**src/rtl/division_unsigned_datapath.sv**
```systemverilog
// Restoring shift-subtract datapath for the unsigned divider, stepped by division_unsigned_control.
// Optional macro DIVISION_ZERO_CHECK_EN: flag divide-by-zero and force a zero quotient/remainder.
module division_unsigned_datapath #(
   parameter int unsigned g_width = 8
) (
   input  logic               clk_i,
   input  logic               res_n_i,
   input  logic               start_i,
   input  logic               reg_enable_i,
   input  logic               ready_i,
   input  logic [g_width-1:0] dividend_i,
   input  logic [g_width-1:0] divisor_i,
   output logic [g_width-1:0] quotient_o,
   output logic [g_width-1:0] remainder_o,
   output logic               result_valid_o,
   output logic               div_by_zero_o
);

   localparam int unsigned W = g_width;

   // The remainder carry bit never feeds the next step, so only W bits are stored.
   logic [W-1:0] rem_q, rem_d;
   logic [W-1:0] quo_q, quo_d;
   logic [W-1:0] divisor_q, divisor_d;
   logic [W-1:0] quotient_q, quotient_d;
   logic [W-1:0] remainder_q, remainder_d;
   logic         valid_q, valid_d;

   logic [W:0]   t_c;
   logic [W:0]   divisor_ext_c;
   logic         ge_c;

`ifdef DIVISION_ZERO_CHECK_EN
   logic         zero_q, zero_d;
   logic         dbz_q, dbz_d;
`endif

   assign t_c           = {rem_q, quo_q[W-1]};
   assign divisor_ext_c = {1'b0, divisor_q};
   assign ge_c          = (t_c >= divisor_ext_c);

   // Load, step and publish.
   always_comb begin
      rem_d       = rem_q;
      quo_d       = quo_q;
      divisor_d   = divisor_q;
      quotient_d  = quotient_q;
      remainder_d = remainder_q;
      valid_d     = 1'b0;
`ifdef DIVISION_ZERO_CHECK_EN
      zero_d      = zero_q;
      dbz_d       = dbz_q;
`endif

      if (reg_enable_i) begin
         rem_d = ge_c ? W'(t_c - divisor_ext_c) : t_c[W-1:0];
         quo_d = {quo_q[W-2:0], ge_c};
      end else if (start_i) begin
         quo_d     = dividend_i;
         divisor_d = divisor_i;
         rem_d     = '0;
`ifdef DIVISION_ZERO_CHECK_EN
         zero_d    = (divisor_i == '0);
`endif
      end

      // Publish reads the pre-edge working registers, so a same-edge load is safe.
      if (ready_i) begin
         valid_d     = 1'b1;
         quotient_d  = quo_q;
         remainder_d = rem_q;
`ifdef DIVISION_ZERO_CHECK_EN
         dbz_d       = zero_q;
         if (zero_q) begin
            quotient_d  = '0;
            remainder_d = '0;
         end
`endif
      end
   end

   always_ff @(posedge clk_i or negedge res_n_i) begin
      if (!res_n_i) begin
         rem_q       <= '0;
         quo_q       <= '0;
         divisor_q   <= '0;
         quotient_q  <= '0;
         remainder_q <= '0;
         valid_q     <= 1'b0;
      end else begin
         rem_q       <= rem_d;
         quo_q       <= quo_d;
         divisor_q   <= divisor_d;
         quotient_q  <= quotient_d;
         remainder_q <= remainder_d;
         valid_q     <= valid_d;
      end
   end

`ifdef DIVISION_ZERO_CHECK_EN
   always_ff @(posedge clk_i or negedge res_n_i) begin
      if (!res_n_i) begin
         zero_q <= 1'b0;
         dbz_q  <= 1'b0;
      end else begin
         zero_q <= zero_d;
         dbz_q  <= dbz_d;
      end
   end

   assign div_by_zero_o = dbz_q;
`else
   assign div_by_zero_o = 1'b0;
`endif

   assign quotient_o     = quotient_q;
   assign remainder_o    = remainder_q;
   assign result_valid_o = valid_q;

endmodule

```
**config.mk**
```make
export PLATFORM = sky130hd
export DESIGN_NAME = division_unsigned_datapath
export DESIGN_NICKNAME = d
export VERILOG_FILES = /design/src/rtl/division_unsigned_datapath.sv
export SDC_FILE = /design/constraint.sdc
export NUM_CORES = 1
export LEC_CHECK = 0
export ABC_CLOCK_PERIOD_IN_PS = 6400
export CORE_ASPECT_RATIO = 1.75
export CORE_UTILIZATION = 55
export CTS_CLUSTER_DIAMETER = 100
export DETAILED_ROUTE_END_ITERATION = 10
export PLACE_DENSITY = 0.93
export REMOVE_ABC_BUFFERS = 1
export SYNTH_ARGS = -nofsm -noshare
export SYNTH_HDL_FRONTEND = slang
export SYNTH_SLANG_ARGS = --single-unit
```
**constraint.sdc**
```tcl
create_clock -name clk_i -period 6.4 [get_ports clk_i]
set_input_delay 1.28 -clock clk_i [delete_from_list [all_inputs] [get_ports clk_i]]
set_output_delay 1.28 -clock clk_i [all_outputs]
set_load 0.01 [all_outputs]
```
==> flow_results.org <==
** Outcome
- The flow ran to the end, and the final reports show no timing, DRC or antenna violations.

** STA
- In the final timing run, aggregate negative setup slack is 0 ps.
- Worst slack on hold paths :: 507 ps
- Tightest Pin Transition :: 877 ps
- Final Hold Vio Count :: 0
- Achievable frequency :: 313 MHz
- Measured against its own limit, the worst slew margin works out to 0.415.
- The number of max-slew violations in the final report is 0.
- Setup violation total in the final timing report :: 0
- Worst Slack Setup Final :: 3200 ps
- Final worst path period share :: 0.500
- Post-route clock skew :: just under 7 ps
- Setup repair after global routing missed its margin :: false
- Minimum clock period :: 3200 ps

** CTS
- Clock-pin slew was measured on the worst setup and hold paths at roughly 80 ps.
- Post-CTS repair changed the size of 0 cells.
- After clock tree synthesis, the flow added hold-fix buffers numbering 0.
- Once the clock tree was built, the setup fixing pass inserted 0 buffers.
- Buffer levels on the longest clock path :: 2
- Number of clock sinks :: 41
- Counting the buffers created by CTS gives 5.
- TritonCTS clock tree :: done
- Worst skew pair latency :: 300 ps
- Total number of H-tree levels :: 2
- Root Driver :: sky130_fd_sc_hd__clkbuf_8

** Worst setup path
- Data arrival at the endpoint of the critical path :: ~3400 ps
- Endpoint of the worst register-to-register path :: rem_q[0]$_DFFE_PN0P_
- Startpoint of the most critical register-to-register path :: rem_q[2]$_DFFE_PN0P_
- Maximum fanout encountered on the critical timing path :: 16
- Category of the most critical setup path :: in2reg
- Counting cells, the worst reg-to-reg path comes to 6.
- Worst Setup End Kind :: flop
- In this run the register-to-register setup slack is 4050 ps.
- Crit path required time :: 6590 ps
- STA classifies the critical path startpoint as an input pin.

** Synth
- Summed over all instances, the cell type with the most area after synthesis is sky130_fd_sc_hd__dfrtp_1.
- Cell types occupying the most area after synthesis :: sky130_fd_sc_hd__dfrtp_1, sky130_fd_sc_hd__mux2_2, sky130_fd_sc_hd__ha_1
- Netlist area before placement :: 0.00213 sq mm
- Count of warnings emitted by yosys :: 0
- Seq/Total Area, Yosys :: 0.483
- Top flip-flop cell by instance count after synthesis :: sky130_fd_sc_hd__dfrtp_1
- Counting every instance in the synthesized netlist gives 199.
- In this run, synthesis inferred 0 flip-flops with an integrated enable.
- Of the post-synthesis cell area, the dominant cell type holds 0.483.
- Unique masters post-synth :: 39
- Average cell area after synthesis :: 10.7 sq um
- Share of flip-flops with an asynchronous set or reset after synthesis :: 1.00
- Flip-flop and latch count after synthesis :: 41
- Dominant cell by count in the synthesized netlist :: sky130_fd_sc_hd__dfrtp_1
- Leading post-synthesis cells by instance count :: sky130_fd_sc_hd__dfrtp_1, sky130_fd_sc_hd__nand2_1, sky130_fd_sc_hd__mux2_2, sky130_fd_sc_hd__o21ai_0, sky130_fd_sc_hd__inv_1

** Detailed routing
- For this block, the initial DRC count from the detailed router was 24.
- After detailed routing, the met3 layer carries 151 um of wire.
- Drt via density :: approximately 5.6
- Final Routed Wirelength :: 4180 um
- Signal routing reaches up to met4.
- In the final routed layout, each cell accounts on average for 15.1 um.
- The routed design uses around 2300 um of met2 wire.
- For this block, wires on met1 add up to 1620 um.
- The detail route stage leaves a number of antenna-violating nets equal to 0.
- The first detailed-routing pass took 4 iterations.
- Drt drc :: 0
- Vias :: ~1600

** Final layout
- Synth-to-Final Area Change :: 21.7%
- The repair_antennas step left the layout with diodes totalling 0.
- Of the cells placed in the final design, the portion with a size suffix greater than 1 is 0.125.
- At the end of the flow, the number of nets in the layout was 262.

** Worst hold path
- Hold WC Path Type :: reg2reg
- Worst hold endpoint :: quotient_o[5]$_DFFE_PN0P_
- The startpoint identified for the worst hold timing path is quotient_o[5]$_DFFE_PN0P_.
- Counting instances, the worst hold path has a depth of 1.

** Pwr
- Cell leakage power :: 1.19 nW
- Power spread over the standard cell area amounts to 393 mW/mm^2.
- Largest vdd supply drop :: between 0.0002 and 0.0003 V

** Flow run
- Across the run, the number of max-cap violations was 0.

** GRT
- In the global route stage, overall resource usage came out at 0.231.
- The number of global-route vias before repair is 1655.
- After global routing the overflow that remains totals 0.
- Pin count of the biggest net entering global routing :: 42
- First-pass GRT wire length :: 7220 um
- The number of antenna violations at the first check in global routing was 0.

** Place
- GP Congestion :: 0.901
- Timing analysis after detailed placement gives a worst setup slack of approximately 2900 ps.
- In this run the tool buffered the top-level ports with 37 buffer cells.
- Estimated wirelength of the detail-placed design :: 2980 um

** Floorplan
- Number of ports placed on the die boundary :: 39
- Die area :: 0.00413 sq mm
- The core region is 0.00366 sq mm.
- The die is 84.2 um tall.
- Initial standard-cell utilization of the core :: 0.580
- Die width :: 49.0 um
- The initialized floorplan defines 29 standard-cell rows.
==> routing by layer <==
metal / global-route usage / vias to the layer above
met1: 0.255 / 763
met2: 0.403 / 35
met3: 0.0417 / 10
met4: 0.139 / 0
li1: - / 757
met5: 0 / -
==> registers in the layout (all words and copies together), names as in the netlist <==
name	count
divisor_q	8
quo_q	8
quotient_o	8
rem_q	8
remainder_o	8
result_valid_o	1
==> layout by cell type (no fill, tap or decap), drive strengths merged <==
cell type / n
clkbuf: 7
buf: 2
xor2: 2
nand3: 4
o31a: 1
nor2: 6
nand4b: 1
nand2b: 3
a211o: 1
mux2i: 10
nor3: 3
dfrtp: 41
nand3b: 3
nor2b: 1
xnor2: 1
and3: 2
o2111ai: 1
o21ai: 19
a21o: 6
conb: 1
a41o: 1
nand2: 19
o311ai: 3
a211oi: 2
a32o: 1
fa: 1
mux2: 18
a21oi: 4
nor3b: 3
clkdlybuf4s50: 36
a31oi: 4
or4: 1
a41oi: 1
ha: 8
inv: 15
==> stage by stage <==
step | util | power (mW) | instances | area (sq um)
3_3_place_gp | 0.682 | 0.826 | 271 | 2500
6_report | 0.706 | 1.02 | 278 | 2590
2_1_floorplan | - | 0.681 | 187 | 2070
5_1_grt | 0.706 | 1.08 | 278 | 2590
3_5_place_dp | 0.682 | 0.845 | 271 | 2500
4_1_cts | 0.706 | 1.02 | 278 | 2590
==> cells by family after synthesis <==
| logic type | count (synthesis) | share of synthesized area |
|---|---|---|
| buffers and inverters | 27 | 0.0530 |
| muxes | 28 | 0.142 |
| other | 1 | 0.00176 |
| xor gates and xnor gates | 3 | 0.0124 |
| DFF | 41 | 0.483 |
| AOI/OAI and AO/OA | 44 | 0.144 |
| adders and majority gates | 9 | 0.0565 |
| and+or+nand+nor | 46 | 0.107 |
==> worst max path at each step <==
| stage | start | to | slack [ps] | cells after the start |
|---|---|---|---|---|
| 6_report | start_i | divisor_q[0]$_DFFE_PN0P_ | 3200 | 4 |
| 3_5_place_dp | start_i | divisor_q[0]$_DFFE_PN0P_ | 2880 | 4 |
| 4_1_cts | start_i | divisor_q[0]$_DFFE_PN0P_ | 3200 | 4 |
| 5_1_grt | start_i | divisor_q[0]$_DFFE_PN0P_ | 2990 | 4 |
| 3_3_place_gp | start_i | divisor_q[0]$_DFFE_PN0P_ | 2960 | 4 |
| 2_1_floorplan | start_i | divisor_q[0]$_DFFE_PN0P_ | 4130 | 3 |
==> power by group <==
part	leakage [nW]	internal [mW]	total [mW]	switching, mW
clock	0.0443	0.0856	0.173	0.0876
sequential	0.510	0.332	0.381	0.0497
combinational	0.636	0.235	0.463	0.228
total	1.19	0.652	1.02	0.366
==> worst max-delay path, stage by stage <==
cell                              delay (ps)
sky130_fd_sc_hd__clkdlybuf4s50_1         940
sky130_fd_sc_hd__inv_1                   150
sky130_fd_sc_hd__nor2_1                  610
sky130_fd_sc_hd__mux2_2                  410
==> cell type report <==
class | count | area [sq um]
clock buffers | 7 | 86.3
fillers | 288 | 1080
inverters | 15 | 56.3
multi-input cells | 131 | 987
flip-flops and latches | 41 | 1030
well taps | 46 | 57.6
repair buffers | 38 | 373
No activity file was read; power rests on OpenSTA's default activity.
